$ cat src/rtl/counter_pkg.sv
`default_nettype none
// ============================================================================
// Module  : counter_pkg
// Purpose : Shared types and constants for the parametrised up/down counter.
//           dir_e  : counting direction (DIR_DOWN / DIR_UP)
//           mode_e : boundary behaviour (MODE_WRAP / MODE_SAT)
//           DEF_WIDTH : default counter width
// Revision: 1.0 - initial release
// ============================================================================
package counter_pkg;

    typedef enum logic {
        DIR_DOWN = 1'b0,
        DIR_UP   = 1'b1
    } dir_e;

    typedef enum logic {
        MODE_WRAP = 1'b0,
        MODE_SAT  = 1'b1
    } mode_e;

    localparam int DEF_WIDTH = 8;

endpackage : counter_pkg
`default_nettype wire

$ cat src/rtl/counter_prescaler.sv
`default_nettype none
// ============================================================================
// Module  : counter_prescaler
// Purpose : Counts enabled cycles and emits a one-cycle tick on every
//           PRESCALE-th enabled cycle. Only instantiated when the build
//           defines COUNTER_PRESCALE_EN.
// Ports   : clk   - rising-edge clock
//           rst   - synchronous reset, active-low
//           en    - count enable (prescaler holds while low)
//           clear - synchronous clear of the prescaler (parallel load)
//           tick  - high in the enabled cycle that completes a prescale period
// Revision: 1.0 - initial release
// ============================================================================
module counter_prescaler #(
    parameter int PRESCALE = 4
) (
    input  logic clk,
    input  logic rst,
    input  logic en,
    input  logic clear,
    output logic tick
);

    localparam int              c_CW   = (PRESCALE > 1) ? $clog2(PRESCALE) : 1;
    localparam logic [c_CW-1:0] c_LAST = c_CW'(PRESCALE - 1);

    logic [c_CW-1:0] r_cnt;
    logic            w_last;

    assign w_last = (r_cnt == c_LAST);
    // A clear in the same cycle suppresses the tick so a load never steps.
    assign tick   = en & ~clear & w_last;

    always_ff @(posedge clk) begin
        if (!rst) begin
            r_cnt <= '0;
        end else if (clear) begin
            r_cnt <= '0;
        end else if (en) begin
            // Restart the period on each tick (the counter steps here).
            r_cnt <= w_last ? '0 : r_cnt + 1'b1;
        end
    end

endmodule : counter_prescaler
`default_nettype wire

$ cat src/rtl/up_down_counter_param.sv
`default_nettype none
// ============================================================================
// Module  : up_down_counter_param
// Purpose : WIDTH-bit up/down counter over the range [0, limit] with parallel
//           load, wrap or saturate at the boundary, a registered one-cycle
//           terminal-count pulse and a sticky overflow flag.
//           Build option COUNTER_PRESCALE_EN: when defined, a step happens
//           only on every PRESCALE-th enabled cycle.
// Ports   : clk      - rising-edge clock
//           rst      - synchronous reset, active-low
//           en       - count enable
//           dir      - 1 = up, 0 = down
//           sat      - 1 = saturate, 0 = wrap
//           limit    - inclusive upper bound of the count range
//           load     - parallel load strobe (overrides en)
//           load_val - value to load (clamped to limit)
//           clr_ovf  - clears the sticky overflow flag
//           count    - current count (registered)
//           tc       - terminal-count pulse (registered)
//           ovf      - sticky boundary-hit flag (registered)
// Revision: 1.0 - initial release
// ============================================================================
module up_down_counter_param
    import counter_pkg::*;
#(
    parameter int WIDTH    = DEF_WIDTH,
    parameter int PRESCALE = 4
) (
    input  logic             clk,
    input  logic             rst,
    input  logic             en,
    input  logic             dir,
    input  logic             sat,
    input  logic [WIDTH-1:0] limit,
    input  logic             load,
    input  logic [WIDTH-1:0] load_val,
    input  logic             clr_ovf,
    output logic [WIDTH-1:0] count,
    output logic             tc,
    output logic             ovf
);

    // Reject illegal configurations at elaboration.
    if (WIDTH < 2) begin : g_bad_width
        $error("up_down_counter_param: WIDTH must be >= 2");
    end
    if (PRESCALE < 1) begin : g_bad_prescale
        $error("up_down_counter_param: PRESCALE must be >= 1");
    end

    logic [WIDTH-1:0] r_count;
    logic             r_tc;
    logic             r_ovf;

    dir_e             w_dir;
    mode_e            w_mode;
    logic             w_step;
    logic             w_boundary;
    logic [WIDTH-1:0] w_step_val;
    logic [WIDTH-1:0] w_load_clamped;

    assign w_dir  = dir_e'(dir);
    assign w_mode = mode_e'(sat);

`ifdef COUNTER_PRESCALE_EN
    logic w_tick;

    counter_prescaler #(
        .PRESCALE (PRESCALE)
    ) u_prescaler (
        .clk   (clk),
        .rst   (rst),
        .en    (en),
        .clear (load),
        .tick  (w_tick)
    );

    assign w_step = en & ~load & w_tick;
`else
    assign w_step = en & ~load;
`endif

    assign w_load_clamped = (load_val > limit) ? limit : load_val;

    // Next count for a step. Every result lies in [0, limit], including the
    // case where limit was lowered below the current count.
    always_comb begin
        w_boundary = 1'b0;
        w_step_val = r_count;
        if (w_dir == DIR_UP) begin
            if (r_count >= limit) begin
                w_boundary = 1'b1;
                w_step_val = (w_mode == MODE_SAT) ? limit : '0;
            end else begin
                w_step_val = r_count + 1'b1;
            end
        end else begin
            if (r_count == '0) begin
                w_boundary = 1'b1;
                w_step_val = (w_mode == MODE_SAT) ? '0 : limit;
            end else if (r_count > limit) begin
                w_step_val = limit;
            end else begin
                w_step_val = r_count - 1'b1;
            end
        end
    end

    always_ff @(posedge clk) begin
        if (!rst) begin
            r_count <= '0;
            r_tc    <= 1'b0;
            r_ovf   <= 1'b0;
        end else begin
            if (load) begin
                r_count <= w_load_clamped;
                r_tc    <= 1'b0;
            end else if (w_step) begin
                r_count <= w_step_val;
                r_tc    <= w_boundary;
            end else begin
                r_tc    <= 1'b0;
            end

            // Set has priority over clear when both occur on one edge.
            if (w_step && w_boundary) begin
                r_ovf <= 1'b1;
            end else if (clr_ovf) begin
                r_ovf <= 1'b0;
            end
        end
    end

    assign count = r_count;
    assign tc    = r_tc;
    assign ovf   = r_ovf;

endmodule : up_down_counter_param
`default_nettype wire
$ cat config.mk
export PLATFORM = sky130hd
export DESIGN_NAME = up_down_counter_param
export DESIGN_NICKNAME = d
export VERILOG_FILES = /design/src/rtl/counter_pkg.sv /design/src/rtl/counter_prescaler.sv /design/src/rtl/up_down_counter_param.sv
export SDC_FILE = /design/constraint.sdc
export NUM_CORES = 1
export LEC_CHECK = 0
export BUFFER_PORTS_ARGS = -buffer_cell sky130_fd_sc_hd__buf_2
export CAP_MARGIN = 5
export CORE_MARGIN = 10
export CORE_UTILIZATION = 43
export DETAILED_ROUTE_END_ITERATION = 7
export PLACE_DENSITY = 0.75
export SLEW_MARGIN = 40
export SYNTH_ARGS = -nofsm -noshare
export SYNTH_HDL_FRONTEND = slang
export SYNTH_HIERARCHICAL = 1
export SYNTH_SLANG_ARGS = --single-unit
$ cat constraint.sdc
create_clock -name clk -period 3.5 [get_ports clk]
set_input_delay 0.7 -clock clk [delete_from_list [all_inputs] [get_ports clk]]
set_output_delay 0.7 -clock clk [all_outputs]
set_load 0.02 [all_outputs]
======== After elaboration in Yosys (flattened, before gate mapping) ========
Index checks and enable logic that the tools add are counted.
word-level totals
  register bits ........................... 10
  latch bits .............................. 0
  memory bits (writable) .................. 0
  memory bits (read-only) ................. 0
  input port bits ......................... 23
  output and inout bits ................... 10
  logic and storage cells ................. 31
  memories ................................ 0
operators by class
  add/sub/neg operators ................... 2
  multipliers ............................. 0
  div/mod/pow operators ................... 0
  $lt $le $gt $ge ......................... 3
  equality and inequality tests ........... 0
  shift-type cells ........................ 0
  multiplexer cells ....................... 14
  bitwise logic cells ..................... 4
  reduce and logical (&&, ||, !) cells .... 5
operators with widths
  operator                                                            number
  8-bit two-way mux                                                   9
  8-bit greater-than comparator                                       2
  8-bit by 1-bit adder with 8-bit output, second input constant       1
  8-bit >= comparator                                                 1
  8-bit zero test                                                     1
  8-bit by 1-bit subtractor with 8-bit output, second input constant  1
  1-bit two-way mux                                                   5
  2-bit nonzero test                                                  2
  1-bit inverter                                                      3
  3-bit OR reduction                                                  1
  1-bit bitwise AND                                                   1
  1-bit logical AND                                                   1

======== Logic depth before layout (Yosys ltp) ========
  depth in word-level cells ............... 6
  mapped depth ............................ 9
  mapped depth without buffers ............ 9

======== Worst setup path before layout ========
OpenSTA, ideal clock, no wires.
  kind .................................... in2reg
  start point ............................. input port limit[1]
  end point ............................... register r_count[2], in the netlist count[2]
  arrival ................................. 2.594 ns
  setup slack ............................. 0.789 ns
  stages .................................. 9
  buffers on the path ..................... 0
  cells stage by stage .................... inv_1 -> ha_1 -> nor2b_1 -> o211ai_1 -> a21oi_1 -> o22ai_1 -> mux2i_2 -> a221o_1 -> a32o_1
between the ends
  longest elaborated chain between the ends .. 6
RTL lines
  item                           RTL line                      RTL
  start: declaration             up_down_counter_param.sv:34   input logic [WIDTH-1:0] limit,
  8-bit greater-than comparator  up_down_counter_param.sv:101  end else if (r_count > limit) begin
  8-bit two-way mux              up_down_counter_param.sv:101
  8-bit two-way mux              up_down_counter_param.sv:98   if (r_count == '0) begin
  8-bit two-way mux              up_down_counter_param.sv:90   if (w_dir == DIR_UP) begin
  8-bit two-way mux              up_down_counter_param.sv:118  end else if (w_step) begin
  8-bit two-way mux *            up_down_counter_param.sv:115  if (load) begin
  end signal: assignment         up_down_counter_param.sv:116  r_count <= w_load_clamped;
  end signal: assignment         up_down_counter_param.sv:119  r_count <= w_step_val;
  end: declaration               up_down_counter_param.sv:51   logic [WIDTH-1:0] r_count;
Mark *: on every way between the ends. The rest lies on a longest branch, timed or not. The select of a mux whose other input is x is not followed.
A chain may end at the register's enable or synchronous reset.

======== Final worst setup path ========
  start point ............................. input port limit[1]
  end point ............................... register r_count[3], in the netlist count[3]
The elaborated chain is that of the path after synthesis.

==> results.cfg <==
[pwr]
power_frac_clock_pct = 16.7
pwr-share-comb_pct = 53.2
p_sw_uw = 223
powerDensity_mw_per_mm2 = 312
leakagePower_uw = 0.000777
sw_frac_of_total_pct = 43.5
p_int_uw = 290
seq_power_share_pct = 30.1
ir_worst_vdd_mv = 0.159

[placed_design]
io_buffers = 32
gp_congestion = 0.927
hpwlAfterDp_microns = 3420

[sta]
maxSlewViolCount = 0
setup_viol = 0
fin_hold_ws_ns = 0.498
fin_worst_skew_ns = 0.00194
hold_violations = 0
tightestPinTransition_ns = 0.559
post-route-period-util_pct = 74.0
tns_ns = 0
relSlewSlack_pct = 62.6
period_minus_slack_ns = 2.59
clock.fmax_mhz = 386
rsz0062_at_grt = false

[floorplanning]
num_io_pins = 33
start_util_pct = 46.0
fp.dieW_microns = 77.8
dieArea_sq_mm = 0.00606
rows = 20
coreArea_sq_mm = 0.00313
die_h_microns = 77.8

[drt]
num_vias = 1543
ant_nets = 0
routed_wl_microns = 4210
firstDrtPassIters = 5
drc = 0
drt_iter0_drc = 161
via_per_inst = 6.05
post_drt_wl_per_cell_microns = 16.5

[yosys]
synth_top_area_share_pct = 16.5
syn_inst = 182
yosysMostFrequentCell = a21oi_1
synth_flop_cell = dfxtp_1
ys_warn_count = 6
ys_ff_latch = 10
syn-cell-area_sq_mm = 0.00144
ys_top_cells_by_area = ha_1 (17%), dfxtp_1 (14%), a21oi_1 (7.3%), inv_1 (5.0%), mux2i_1 (4.9%)
synth_cell_types = 48
ys_seq_area_share_pct = 13.9
synthTopCellsByCount = a21oi_1 (21), ha_1 (19), inv_1 (19)
yosysTopAreaCell = ha_1
syn_nets = 224
synth_area_per_cell_sq_um = 7.90
synth-edff-count = 0
async_flop_share_pct = 0

[setup_path]
crit_arrival_ns = 2.81
start_kind = input port
critPathCaptureType = flop
crit_required_ns = 3.72
crit_type = in -> reg
cp_max_fo = 7
r2r_cells = 8
rrSetupSlack_ns = 0.97
reg2reg_to = count[3]$_SDFFE_PN0P_
r2r_start = count[1]$_SDFFE_PN0P_

[job]
drv_cap = 0

[worst_hold_path]
hold_depth = 1
hold_start = ovf$_SDFFE_PN0P_
whs_endpoint = ovf$_SDFFE_PN0P_
hold_path.class = reg -> reg

[cts]
cts-buffers-inserted = 3
cts.path.max_buffers = 2
clk_pin_slew_ns = 0.07
cts_tree = done
cts_hold_buf = 0
cts-root-buf = clkbuf_4
cts_resized = 0
clk_latency_ns = 0.27
cts_max_level = 1
cts.sinks = 10
postCtsSetupBuffers = 0

[grt]
antenna_found_initial = 0
grt_pass1_wl_microns = 7080
grt-ovfl-total = 0
grt_pass1_vias = 1452
grt_max_degree = 16
track_usage_pct = 13.9

[cells_and_area]
final_core_util_pct = 52.5
fin_nets = 255
area_delta_synth_final_pct = 14.3
antennaDiodeCount = 0
fillers = 305
layout-drive-gt1-share_pct = 25.1

[outcome]
run_status = completed
-- cell usage in the layout (no fill, tap or decap), types with 2 or more instances in the layout --
| cell type | netlist | routed |
|---|---|---|
| inv_1 | 19 | 19 |
| nor4_1 | 2 | 2 |
| a221o_2 | 3 | 3 |
| nor2b_1 | 2 | 2 |
| nand2_1 | 13 | 13 |
| xor2_1 | 5 | 5 |
| or3_2 | 2 | 2 |
| a21oi_1 | 21 | 21 |
| mux2_2 | 4 | 4 |
| a211o_1 | 2 | 2 |
| nor2_1 | 5 | 5 |
| a221o_1 | 2 | 2 |
| nand4_1 | 5 | 5 |
| mux2i_1 | 7 | 7 |
| nor3_1 | 4 | 4 |
| nand3_1 | 6 | 6 |
| clkbuf_4 | 0 | 3 |
| ha_1 | 19 | 19 |
| a22o_1 | 2 | 2 |
| o21ai_0 | 5 | 5 |
| o211ai_1 | 4 | 4 |
| buf_2 | 2 | 32 |
| xnor2_1 | 7 | 7 |
| a31oi_1 | 2 | 2 |
| o22ai_1 | 2 | 2 |
| dfxtp_1 | 10 | 10 |
| a32o_1 | 3 | 3 |
-- through the flow --
stage	total power [uW]	setup slack, ns	std cells	cell area (sq um)
5_1_grt	553	0.698	255	1640
4_1_cts	512	0.927	255	1640
3_3_place_gp	426	0.693	252	1620
3_5_place_dp	427	0.639	252	1620
6_report	513	0.910	255	1640
2_1_floorplan	353	0.789	182	1440
-- worst max path at each step --
stage,from,end,slack [ns]
floorplan,limit[1],count[2]$_SDFFE_PN0P_,0.79
global placement,limit[1],count[4]$_SDFFE_PN0P_,0.69
detailed placement,limit[1],count[4]$_SDFFE_PN0P_,0.64
CTS,limit[1],count[4]$_SDFFE_PN0P_,0.93
global route,limit[1],count[3]$_SDFFE_PN0P_,0.70
finish,limit[1],count[3]$_SDFFE_PN0P_,0.91
-- logic make-up after synthesis --
family / Yosys count / synth area share [%]
buffers and inverters: 27 / 8.01
xor gates and xnor gates: 12 / 7.31
AOI/OAI and AO/OA: 55 / 26.5
muxes: 12 / 8.96
adders and majority gates: 19 / 16.5
DFF: 10 / 13.9
and+or+nand+nor: 47 / 18.8
-- layout make-up --
cell class / count / area (sq um) / share of cell area (%)
timing repair buffer: 33 / 168 / 10.2
clock buffer: 3 / 22.5 / 1.37
inverter: 20 / 75.1 / 4.57
tap: 44 / 55.1 / 3.35
multi-input combinational: 145 / 1120 / 68.3
sequential: 10 / 200 / 12.2
-- sequential cells by signal, indices dropped and copies added (netlist names) --
register,count
count,8
tc,1
ovf,1
-- critical path, cell delays in order --
cell	delay (ns)
buf_2	0.10
inv_1	0.07
ha_1	0.30
nor2b_1	0.13
o211ai_1	0.23
a31oi_1	0.15
nor2_1	0.45
mux2_2	0.40
a21oi_1	0.15
a22o_1	0.13
-- per-layer routing --
| metal | GRT usage [%] | part of all wire, % |
|---|---|---|
| met3 | 5.18 | 10 |
| met1 | 18.3 | 45 |
| met5 | 0 | 0 |
| met4 | 2.92 | 1.2 |
| met2 | 20.9 | 44 |
-- power groups by stage --
| stage | Clock (uW) | Sequential, uW | Combinational (uW) |
|---|---|---|---|
| 2_1_floorplan | 0 | 156 | 197 |
| 3_3_place_gp | 0 | 157 | 269 |
| 3_5_place_dp | 0 | 157 | 270 |
| 4_1_cts | 86.6 | 154 | 272 |
| 5_1_grt | 92.1 | 157 | 303 |
| 6_report | 85.6 | 154 | 273 |
No activity file was read; power rests on OpenSTA's default activity.
